**config.mk**
```make
export PLATFORM = sky130hd
export DESIGN_NAME = if_id_queue
export DESIGN_NICKNAME = d
export VERILOG_FILES = /design/src/rtl/if_id_queue.sv
export SDC_FILE = /design/constraint.sdc
export NUM_CORES = 1
export LEC_CHECK = 0
export ABC_CLOCK_PERIOD_IN_PS = 2800
export CAP_MARGIN = 20
export CELL_PAD_IN_SITES_DETAIL_PLACEMENT = 1
export CELL_PAD_IN_SITES_GLOBAL_PLACEMENT = 1
export CORE_MARGIN = 1
export CORE_UTILIZATION = 43
export DETAILED_ROUTE_END_ITERATION = 12
export PLACE_DENSITY = 0.85
export RECOVER_POWER = 25
export SLEW_MARGIN = 20
export SYNTH_ARGS = -nofsm -noshare
export SYNTH_HDL_FRONTEND = slang
export SYNTH_SLANG_ARGS = --single-unit
```
**constraint.sdc**
```tcl
create_clock -name clk -period 2.8 [get_ports clk]
set_input_delay 0.56 -clock clk [delete_from_list [all_inputs] [get_ports clk]]
set_output_delay 0.56 -clock clk [all_outputs]
set_load 0.005 [all_outputs]
```
**src/rtl/if_id_queue.sv**
```systemverilog
// Fetch/decode decoupling FIFO of (pc, inst) pairs. An empty queue presents a
// zero bubble to decode; rst or flush_i drop every buffered entry in one cycle.
module if_id_queue #(
  parameter int ADDR_W = 32,
  parameter int INST_W = 32,
  parameter int DEPTH  = 4,
  parameter int CNT_W  = $clog2(DEPTH + 1)
) (
  input  logic              clk,
  input  logic              rst,
  input  logic              flush_i,
  input  logic              if_valid_i,
  input  logic [ADDR_W-1:0] if_pc_i,
  input  logic [INST_W-1:0] if_inst_i,
  output logic              if_ready_o,
  input  logic              id_stall_i,
  output logic              id_valid_o,
  output logic [ADDR_W-1:0] id_pc_o,
  output logic [INST_W-1:0] id_inst_o,
  output logic [CNT_W-1:0]  count_o
);
  localparam int PTR_W = $clog2(DEPTH);

  logic [ADDR_W-1:0] pc_reg   [DEPTH];
  logic [INST_W-1:0] inst_reg [DEPTH];
  logic [PTR_W-1:0]  wp_reg, wp_next;
  logic [PTR_W-1:0]  rp_reg, rp_next;
  logic [CNT_W-1:0]  cnt_reg, cnt_next;
  logic              push, pop, clear;

  // Ready looks only at the registered count, so a full queue refuses a push
  // even in a cycle that pops; this keeps id_stall_i off the fetch handshake.
  assign if_ready_o = (cnt_reg != CNT_W'(DEPTH));
  assign id_valid_o = (cnt_reg != '0);
  assign push       = if_valid_i & if_ready_o;
  assign pop        = id_valid_o & ~id_stall_i;
  assign clear      = rst | flush_i;

  assign id_pc_o    = id_valid_o ? pc_reg[rp_reg]   : '0;
  assign id_inst_o  = id_valid_o ? inst_reg[rp_reg] : '0;
  assign count_o    = cnt_reg;

  always_comb begin
    wp_next  = wp_reg;
    rp_next  = rp_reg;
    cnt_next = cnt_reg;
    if (clear) begin
      wp_next  = '0;
      rp_next  = '0;
      cnt_next = '0;
    end else begin
      if (push) wp_next = wp_reg + PTR_W'(1);
      if (pop)  rp_next = rp_reg + PTR_W'(1);
      cnt_next = cnt_reg + CNT_W'(push) - CNT_W'(pop);
    end
  end

  always_ff @(posedge clk) begin
    wp_reg  <= wp_next;
    rp_reg  <= rp_next;
    cnt_reg <= cnt_next;
  end

  // Storage is never cleared; a push that coincides with a clear is wrong-path.
  always_ff @(posedge clk) begin
    if (push && !clear) begin
      pc_reg[wp_reg]   <= if_pc_i;
      inst_reg[wp_reg] <= if_inst_i;
    end
  end
endmodule

```
# Word-level counts from Yosys, hierarchy flattened
# Memory sizes are Yosys's and may differ from the RTL's. A register that Yosys moved wholly into a read port is not among the register bits.
# Index checks and enable logic that the tools add are counted.
op_classes:
  addsub: 4
  n_eq_ne: 1
  muxes: 8
  bitwise: 4
  reduce_logical: 3
op_table:
  columns: ["cell", "n"]
  rows:
  - ["32-bit 2-to-1 mux", 2]
  - ["2-bit 2-to-1 mux", 4]
  - ["2-bit by 1-bit adder with 2-bit output (second input constant)", 2]
  - ["3-bit by 1-bit adder with 3-bit output", 1]
  - ["3-bit inequality test (second input constant)", 1]
  - ["3-bit nonzero test", 1]
  - ["3-bit by 1-bit subtractor with 3-bit output", 1]
  - ["1-bit bitwise AND", 2]
  - ["1-bit 2-to-1 mux", 2]
  - ["1-bit logical AND", 1]
  - ["1-bit zero test", 1]
  - ["1-bit inverter", 1]
  - ["1-bit OR", 1]
word_totals:
  ff_bits: 7
  ramBits: 256
  in_bits: 69
  out_inout_bits: 69
  memories: 2
mem_list:
  columns: ["memory", "depth", "word_bits", "rd", "rd_ports_with_merged_regs", "wr", "line", "source"]
  rows:
  - ["inst_reg", 4, 32, 1, 1, 1, "25", "logic [INST_W-1:0] inst_reg [DEPTH];"]
  - ["pc_reg", 4, 32, 1, 1, 1, "24", "logic [ADDR_W-1:0] pc_reg [DEPTH];"]

# Longest topological paths before layout
logic_depth:
  ltp_word: 5
  mapped_depth: 11
  ltp_nobuf: 11

# Worst setup path after synthesis
# No wires, ideal clock.
synth_path:
  kind: "in2reg"
  start: "input port flush_i"
  end: "memory inst_reg[0][0], enable pin"
  setup_ps: 429
  arrival_time_ps: 2563
  required_ps: 2371
  slack_ps: -192
  path_stages: 3
  path_cell_list: "nor2_1 clkbuf_1 and3_1"
synth_via:
  elab_chain_cells: 5
synth_lines:
  columns: ["element", "line", "source"]
  rows:
  - ["start, declared", "11", "input logic flush_i,"]
  - ["1-bit OR", "37", "assign clear = rst | flush_i;"]
  - ["1-bit zero test", "66", "if (push && !clear) begin"]
  - ["1-bit logical AND", "66", null]
  - ["1-bit 2-to-1 mux", "66", null]
  - ["1-bit 2-to-1 mux (not written as such)", "68", "inst_reg[wp_reg] <= if_inst_i;"]
  - ["end, declared", "25", null]
# No other way between the ends.

==> metrics.csv <==
stage,metric,value,unit
status,status,"complete, no violations",
placed_design,Setup WS pre-CTS,27.7,ps
logic_synthesis,Ys Warns,0,
power_and_ir_drop,Internal,7.08,mW
power_and_ir_drop,worst IR drop on VDD,0.381,mV
logic_synthesis,Yosys top cell by area,edfxtp_1,
floorplan,initial core utilization,0.436,
run,max capacitance violation total,0,
clock_tree,CTS max path bufs,3,
sta,"Setup violations, final",0,
placed_design,HPWL Detailed,12100,µm
floorplan,Ports,138,
worst_setup_path,required time of the critical path,2240,ps
clock_tree,TritonCTS Sinks,265,
final_layout,Area growth syn-to-layout,30.6,%
power_and_ir_drop,clock power share,0.425,
worst_setup_path,crit path max-delay cell type,mux4_2,
worst_setup_path,CP Capture Type,output port,
logic_synthesis,post-synthesis net count,532,
floorplan,chip width,156,µm
drt,Post-DRT Antenna Nets,0,
logic_synthesis,post-synthesis cell area,10200,µm²
grt,GRT Overall Usage,0.185,
grt,first-pass GRT wire length,32900,µm
placed_design,Port Buf Inserts,137,
clock_tree,CTS Hold Bufs,0,
final_layout,nets@finish,711,
placed_design,Post-DP Area,12000,µm²
clock_tree,Root Buffer,clkbuf_16,
logic_synthesis,Cells after Synth,456,
drt,Vias,5010,
worst_setup_path,critical path cell sequence,"buf_8, buf_16, buf_6, mux4_2, and2_4, clkdlybuf4s15_1",
floorplan,die area,24400,µm²
sta,Worst Skew,11.0,ps
logic_synthesis,Area contributors post-synth,"edfxtp_1 (75%), mux4_2 (13%), and2_1 (4.1%), dfxtp_1 (1.8%), buf_12 (1.2%)",
min_path,Tightest Hold Check Type,flop to flop,
worst_setup_path,crit path buf inv count,4,
sta,min cycle time layout,2750,ps
sta,max_slew headroom,0.720,
logic_synthesis,"Distinct cells, synth",26,
grt,vias in the first global route,5531,
clock_tree,Worst-path clk slew,70,ps
clock_tree,H-tree level count,1,
power_and_ir_drop,sequential power share,0.500,
drt,drt pass-1 iters,4,
sta,Final Max Tran Viols,0,
drt,DR DRC count,0,
final_layout,"Core Util, Final",0.570,
worst_setup_path,critical path class,flop to output port,
power_and_ir_drop,Cell Pwr Density,661,nW/µm²
drt,initial drt markers,211,
sta,Slew @ Worst Pin,419,ps
power_and_ir_drop,switching share of total power,0.198,
worst_setup_path,CP max stage delay,490,ps
floorplan,row count,56,
logic_synthesis,Yosys reg bits,265,
sta,final hold vios,0,
floorplan,core area,23400,µm²
worst_setup_path,worst-path fanout max,5,
drt,WL/cell,22.8,µm
power_and_ir_drop,Pleak,4.53,nW
placed_design,RePlAce Congestion,0.770,
clock_tree,CTS tree,built,
worst_setup_path,CP top delay family,buffers and inverters,
sta,crit share post-route,0.981,
clock_tree,Worst-Skew Late Latency,520,ps
grt,initial antenna violation count,3,
logic_synthesis,sequential-to-total area share from yosys stat,0.770,
worst_setup_path,startpoint class of the critical path,flop,
sta,WHS,495,ps
grt,gr ovfl total,0,
final_layout,fin area,13300,µm²
grt,largest net degree at the start of global routing,65,
drt,via/cell ratio,5.13,
drt,Total Wirelength,22300,µm
power_and_ir_drop,Psw,1.74,mW
floorplan,Die Ht,156,µm
final_layout,share of cells above drive strength 1,0.273,
logic_synthesis,Synth top area share,0.753,
sta,Max Fclk,364,MHz
worst_setup_path,crit path DAT,2190,ps
sta,setup slack after layout,52.0,ps
power_and_ir_drop,combinational share of power,0.075,
logic_synthesis,Synth Area per Inst,22.4,µm²
clock_tree,CTS Buf Count,26,
sta,Post-Route Setup TNS,0,ps
-- cell usage after synthesis --
cell	instances
inv_1	6
or3_1	1
clkbuf_1	8
mux4_2	60
o21ai_0	4
nor3b_1	1
nand2_1	4
nand4_1	2
or4b_2	1
nor2_1	2
buf_12	6
mux2i_1	1
and3_1	4
and2_1	67
edfxtp_1	256
buf_6	1
nor3_1	1
clkbuf_2	1
buf_2	6
dfxtp_1	9
nor3_2	1
ha_1	6
or3b_1	1
mux4_1	4
fa_1	1
xnor2_1	2
-- layout by cell type, fill, tap and decap left out, drive strengths merged, types with 9 or more instances in the layout --
cell,synthesis,layout
dfxtp,9,9
mux4,64,64
clkdlybuf4s15,0,17
edfxtp,256,256
and2,67,67
buf,13,36
clkbuf,9,38
clkdlybuf4s50,0,35
dlygate4sd2,0,38
dlygate4sd3,0,38
clkinv,0,11
-- area by class of cell --
cell class / count / area (µm²)
tap: 319 / 399
multi-input combinational: 163 / 2180
timing repair buffer: 173 / 1920
inverter: 6 / 22.5
clock buffer: 30 / 687
fill: 2066 / 10100
sequential: 265 / 7880
clock inverter: 18 / 248
antenna: 2 / 5.00
-- final timing paths --
kind / start / endpoint / slack, ps / depth (start not counted)
worst max register to register: count_o[1] / count_o[2] / 280 / 11
worst min register to register: rp_reg[1] / flop / 500 / 2
worst min-delay path: rp_reg[1] / flop / 500 / 2
worst max-delay path: flop / id_inst_o[17] / 50 / 6
-- kinds of logic (layout without fill, tap and decap cells) --
logic type / Yosys count / after routing / synth area share
other cells: 0 / 2 / 0
xor+xnor: 2 / 2 / 0.00172
fa+ha+maj: 7 / 7 / 0.00931
buf+inv: 28 / 227 / 0.0214
compound gates: 4 / 4 / 0.00196
flops: 265 / 265 / 0.770
mux: 65 / 65 / 0.144
simple gates: 85 / 85 / 0.0516
-- worst min-delay path, cell delays in order (launching register included) --
cell,delay [ps]
dfxtp_1,320
nand2_1,60
mux2i_1,70
-- power groups by stage --
stage          clock network, mW  logic, mW  registers (mW)
6_report                    3.75      0.658            4.41
5_1_grt                     3.95      0.712            4.41
4_1_cts                     3.83      0.662            4.41
3_5_place_dp                   0      0.649            4.50
3_3_place_gp                   0      0.626            4.49
2_1_floorplan                  0      0.249            4.49
-- per-stage QoR --
step	power, mW	instances
finish	8.82	976
global route	9.08	975
CTS	8.91	974
detailed placement	5.15	903
global placement	5.12	903
floorplan	4.74	456
-- layer usage --
layer / share of wire / global-route usage / wire length, µm
met5: 0.00058 / 0 / 13
met4: 0.021 / 0.0514 / 466
met3: 0.045 / 0.0314 / 1000
met2: 0.53 / 0.331 / 11700
met1: 0.41 / 0.230 / 9070
-- repair_timing --
item,4_1_cts,5_1_grt
cloned,8,1
endpoints found under the setup margin,64,22
resized for setup,107,39
buffers inserted,15,1
Note: power is estimated with default switching activity, not from simulation.
==> edit 1: new RTL, same flow settings <==
Register the output `count_o` once more, without a reset; this adds one clock of latency there. The other outputs are not delayed to match.
--- a/src/rtl/if_id_queue.sv
+++ b/src/rtl/if_id_queue.sv
@@ -39,5 +39,7 @@
   assign id_pc_o    = id_valid_o ? pc_reg[rp_reg]   : '0;
   assign id_inst_o  = id_valid_o ? inst_reg[rp_reg] : '0;
-  assign count_o    = cnt_reg;
+  always_ff @(posedge clk) begin
+    count_o <= cnt_reg;
+  end
 
   always_comb begin
Formal check against the unedited RTL: not equivalent (Yosys sat finds a counterexample within 4 cycles, from zero or initial values).
==> edit 1 against the original RTL <==
- sequential cell count is 3 higher
- power shrank 2.3%
- utilization up 0.63 points
- worst setup slack got worse by 0.028 ns
- area after synthesis grew 0.59%
- first-iteration DRC count increased by 9.0%
- final cell count increased by 3.2%
- sequential power is 1% higher
- synthesized cell count grew 0.66%
- cell area rose by 1.4%
- via count is 2.9% higher
- wire length increased by 1.7%
==> edit 1: results (changes against the original RTL) <==
logic_synthesis:
  seq_area_frac_synth: 0.7717  # +0.001342
  netlist_top_cells_area: "edfxtp_1, mux4_2, and2_1"
  synth_cell_types: 26  # unchanged
  synth.top_cells.by_count: "edfxtp_1, and2_1, mux4_2"
  synth_edf_count: 256  # unchanged
  synth_nets: 535  # +0.56%
  postSynth.asyncResetShare: 0  # unchanged
  synth_warnings: 0  # unchanged
  avgSynthCellArea_um2: 22.38  # about the same
  synthMuxAreaShare: 0.1428  # -0.0008395
  synth-adder-area-share: 0.009257  # -0.00005444
  synth_compound_area_frac: 0.001949  # -0.00001146
  synth_xor_area_frac: 0.001705  # -0.00001003
final_layout:
  drive_gt1_frac: 0.2836  # +0.01034
  fin_nets: 739  # +3.9%
  fill_cells: 2023  # -2.1%
  stdcell_count: 1007  # +3.2%
worst_setup_path:
  cp.arrival_ns: 2.22  # +0.03 ns
  r2r_cells: 11  # unchanged
  critPathCapture: "id_inst_o[11]"
  critPathMaxStageDelay_ns: 0.50
  start_kind: "flop"
  worstReg2RegEnd: "cnt_reg[2]"
  r2r-start: "cnt_reg[2]"
  cpLargestDelayFamily: "buffers and inverters"
  crit_slowest_cell: "mux4_2"
  worstPathMaxFanout: 6  # +1
  reg2reg_slack_ns: 0.09  # -0.19 ns
global_routing:
  grt_pass1_wl_mm: 32.84  # -0.23%
  antenna_found_initial: 5  # +2
  grt_pass1_vias: 5777  # +4.4%
  grt_start_max_net_pins: 39  # -40%
  grt_usage: 0.1831  # -0.001535
clock_tree:
  cts_htree_levels: 1  # unchanged
  root_buffer: "clkbuf_16"
  numCtsBuffers: 27  # +3.8%
  path_clk_slew_ns: 0.06
  clockBufferDepth: 3  # unchanged
  clk_latency_ns: 0.52  # about the same
timing:
  skew_ns: 0.01383  # +0.002811 ns
  max_slew_margin: 0.7153  # -0.005102
  report.final.hold_viol_count: 0  # unchanged
  finalSetupViolations: 0  # unchanged
placed_design:
  placed_area_um2: 12130  # +0.96%
  dp_cells: 915  # +1.3%
  dpl.hpwl_mm: 13.53  # +11%
  gp_congestion: 0.6821  # -11%
  io_buffers: 137  # unchanged
detailed_routing:
  routed_wirelength_mm: 22.64  # +1.7%
  drt-pass1-iter-count: 4  # unchanged
  num_vias: 5155  # +2.9%
  drt_iter0_drc: 230  # +9.0%
pwr:
  ir_worst_vdd_uv: 469.0  # +23%
  p_leak_uw: 0.004999  # +10%
worst_hold_path:
  hold_path_startpoint: "cnt_reg[0]"
  hold_depth: 0  # -2
  worstHoldPathType: "flop to flop"
status:
  status: "complete, no violations"
[edit 1: cell types whose count changed after synthesis, sizes merged]
cell and delta:
dfxtp +3
[edit 1: cell families (layout without fill, tap and decap cells)]
logic type / after synthesis / in the layout
AND/OR/NAND/NOR: 85 / 85
other: 0 / 4
buffers and inverters: 28 / 253
AO/OA/AOI/OAI: 4 / 4
adder cells (fa/ha/maj): 7 / 7
XOR/XNOR: 2 / 2
flip-flops: 268 / 268
multiplexers: 65 / 65
[edit 1: report_power, final]
part | total, µW | internal, µW | switching [µW]
Clock | 3480 | 2040 | 1440
Combinational | 681 | 391 | 290
Sequential | 4460 | 4440 | 20.4
[edit 1: what timing repair did]
action	CTS	global route
setup endpoints to repair	64	51
setup buffers	18	17
resized for setup	59	77
endpoints found under the hold margin	0	0
gates cloned	1	2
pin swaps	9	6
[edit 1: how the worst min path moves through the flow]
stage / to / slack [ns]
2_1_floorplan: count_o[0] / 0.37
3_3_place_gp: count_o[0] / 0.40
3_5_place_dp: count_o[2] / 0.41
4_1_cts: count_o[0] / 0.45
5_1_grt: count_o[0] / 0.46
6_report: count_o[0] / 0.45
[edit 1: worst register-to-register path, cell delays in order, from the launching register on]
cell and delay, ns:
dfxtp_1 0.45, or3b_1 0.47, and2_1 0.22, inv_1 0.10, ha_1 0.24, inv_1 0.07
ha_1 0.15, inv_1 0.05, fa_1 0.40, xnor2_1 0.15, xnor2_1 0.14, and2_1 0.17
[edit 1: routing by layer]
metal | global-route usage | wire length (µm)
met5 | 0 | 13
met4 | 0.05275 | 328
met3 | 0.03489 | 1077
met2 | 0.3378 | 12470
met1 | 0.2167 | 8753
[edit 1: layout make-up]
| cell class | instances | area share |
|---|---|---|
| Sequential cell | 268 | 0.5866 |
| Multi-Input combinational cell | 163 | 0.1610 |
| Timing Repair Buffer | 197 | 0.1560 |
| Clock buffer | 29 | 0.05050 |
| Tap cell | 319 | 0.02951 |
| Clock inverter | 21 | 0.01369 |
| Inverter | 6 | 0.001850 |
| Antenna cell | 4 | 0.0007400 |
[edit 1: per-stage QoR]
step	util	setup WS, ns	hold slack [ns]
after global placement	0.5166	0.1119	0.3963
after floorplan	-	0.4049	0.3747
after global routing	0.5761	-0.07005	0.4576
final	0.5763	0.02428	0.4493
after detailed placement	0.5166	-0.07922	0.4106
after CTS	0.5638	-0.1728	0.4480
==> edit 2: new RTL, same flow settings <==
Without the edit above. Change the parameter `DEPTH` from 4 to 8.
--- a/src/rtl/if_id_queue.sv
+++ b/src/rtl/if_id_queue.sv
@@ -4,5 +4,5 @@
   parameter int ADDR_W = 32,
   parameter int INST_W = 32,
-  parameter int DEPTH  = 4,
+  parameter int DEPTH  = 8,
   parameter int CNT_W  = $clog2(DEPTH + 1)
 ) (
Ports: changed (resized count_o); port bits go from 138 to 139. The function was not compared with the original's and may differ.
==> edit 2 against the original RTL <==
- the run now ends with negative setup slack left
- register-to-register slack improved by 0.03 ns
- die area rose by 92%
- sequential cell count up 260
- clock skew up 0.00093 ns
- cell area up 92%
- power up 110%
- critical path type unchanged
- wire length rose by 130%
- worst setup slack lost 0.21 ns
- area after synthesis grew 94%
==> edit 2: results (changes against the original RTL) <==
status:
  status: "complete, but fails checks"
  violations: "negative setup slack"
clock_tree:
  root_buffer: "clkbuf_16"
  clk_latency_ns: 0.59  # +0.07 ns
  ctsResizeCount: 349  # +230%
  numCtsBuffers: 51  # +96%
  cts_setup_buffers: 91  # +76
  path_clk_slew_ns: 0.06
  cts_htree_levels: 2  # +1
detailed_routing:
  wl_per_cell_um: 29.01  # +27%
  vias_per_cell: 5.644  # +10%
  drt-pass1-iter-count: 5  # +1
  drt_iter0_drc: 816  # +290%
  routed-wl-met3_mm: 2.924  # +190%
  met1_length_mm: 20.51  # +130%
  routed.top_layer: "met5"
  met2_length_mm: 26.47  # +130%
pwr:
  p_sw_uw: 4053  # +130%
  p_leak_uw: 0.008424  # +86%
  ir_worst_vdd_uv: 435.4  # +14%
final_layout:
  fill_cells: 3873  # +87%
  drive_gt1_frac: 0.3810  # +0.1077
  fin_nets: 1212  # +70%
global_routing:
  use_met2: 0.3816  # +0.05020
  grtUsageMet3: 0.04786  # +0.01647
  antenna_found_initial: 5  # +2
  grtUsageMet1: 0.2869  # +0.05689
  grt_pass1_wl_mm: 75.40  # +130%
  grt_pass1_vias: 11230  # +100%
  grt_usage: 0.2252  # +0.04054
  grt_start_max_net_pins: 46  # -29%
timing:
  finalSetupTns_ns: -4.832  # -4.832 ns
  skew_ns: 0.01195  # +0.0009272 ns
  finalSetupViolations: 63  # +63
  fin_ws_ns: -0.1548  # -0.2068 ns
logic_synthesis:
  synth.top_cells.by_count: "edfxtp_1, mux4_2, a22o_1"
  postSynth.asyncResetShare: 0  # unchanged
  synth-adder-area-share: 0.005437  # -0.003875
  synth_cell_types: 32  # +23%
  netlist_top_cells_area: "edfxtp_1, mux4_2, a22o_1"
  synthMuxAreaShare: 0.1462  # +0.002561
  synth_edf_count: 512  # +100%
  synth_nets: 905  # +70%
  seq_area_frac_synth: 0.7899  # +0.01954
  synth_compound_area_frac: 0.03300  # +0.03104
  synth_xor_area_frac: 0.0008850  # -0.0008303
worst_setup_path:
  critPathMaxStageDelay_ns: 0.52  # +0.03 ns
  r2r_cells: 8  # -3
  worstPathMaxFanout: 7  # +2
placed_design:
  gp_congestion: 0.7424  # -3.6%
  io_buffers: 138  # +0.73%
  dpl.hpwl_mm: 26.47  # +120%
worst_hold_path:
  hold_depth: 2  # unchanged
-- edit 2: cell count changes after synthesis, sizes merged, moves of 4 or more --
cell | unedited run | this run
a21oi | 0 | 10
and3 | 4 | 0
dfxtp | 9 | 13
edfxtp | 256 | 512
and2 | 67 | 3
a22o | 0 | 64
buf | 13 | 34
nor2 | 2 | 10
mux4 | 64 | 128
-- edit 2: worst paths after layout --
path / start / end / slack, ns
worst max-delay path: flop / id_pc_o[27] / -0.15
worst min-delay path: wp_reg[2] / wp_reg[2] / 0.50
worst max register to register: count_o[2] / inst_reg[0][10] / 0.31
worst min register to register: wp_reg[2] / wp_reg[2] / 0.50
-- edit 2: cell type report --
class                   instances  area, µm²  area share
clock buffers                  64       1368     0.05328
well taps                     600      750.7     0.02925
repair buffers                296       3473      0.1353
flip-flops and latches        525      15650      0.6096
clock inverters                30      397.9     0.01550
diodes                          3      7.507   0.0002925
multi-input cells             253       3994      0.1556
inverters                       8      30.03    0.001170
-- edit 2: stage by stage --
| stage | cells | area [µm²] | setup slack (ns) | utilization | hold WS, ns |
|---|---|---|---|---|---|
| finish | 1779 | 25670 | -0.1548 | 0.5656 | 0.5018 |
| detailed placement | 1573 | 22530 | 0.05606 | 0.4964 | 0.4929 |
| global route | 1778 | 25660 | -0.2549 | 0.5655 | 0.5361 |
| floorplan | 828 | 19880 | -0.5076 | - | 0.4628 |
| global placement | 1573 | 22530 | 0.1065 | 0.4964 | 0.4742 |
| CTS | 1773 | 25640 | -0.2181 | 0.5650 | 0.5014 |
-- edit 2: power groups by stage --
stage,logic (µW),registers (µW),clock network (µW)
2_1_floorplan,757,8880,0
3_3_place_gp,1700,8870,0
5_1_grt,2700,8710,7660
3_5_place_dp,1740,8880,0
4_1_cts,2480,8710,7360
6_report,2580,8710,7280
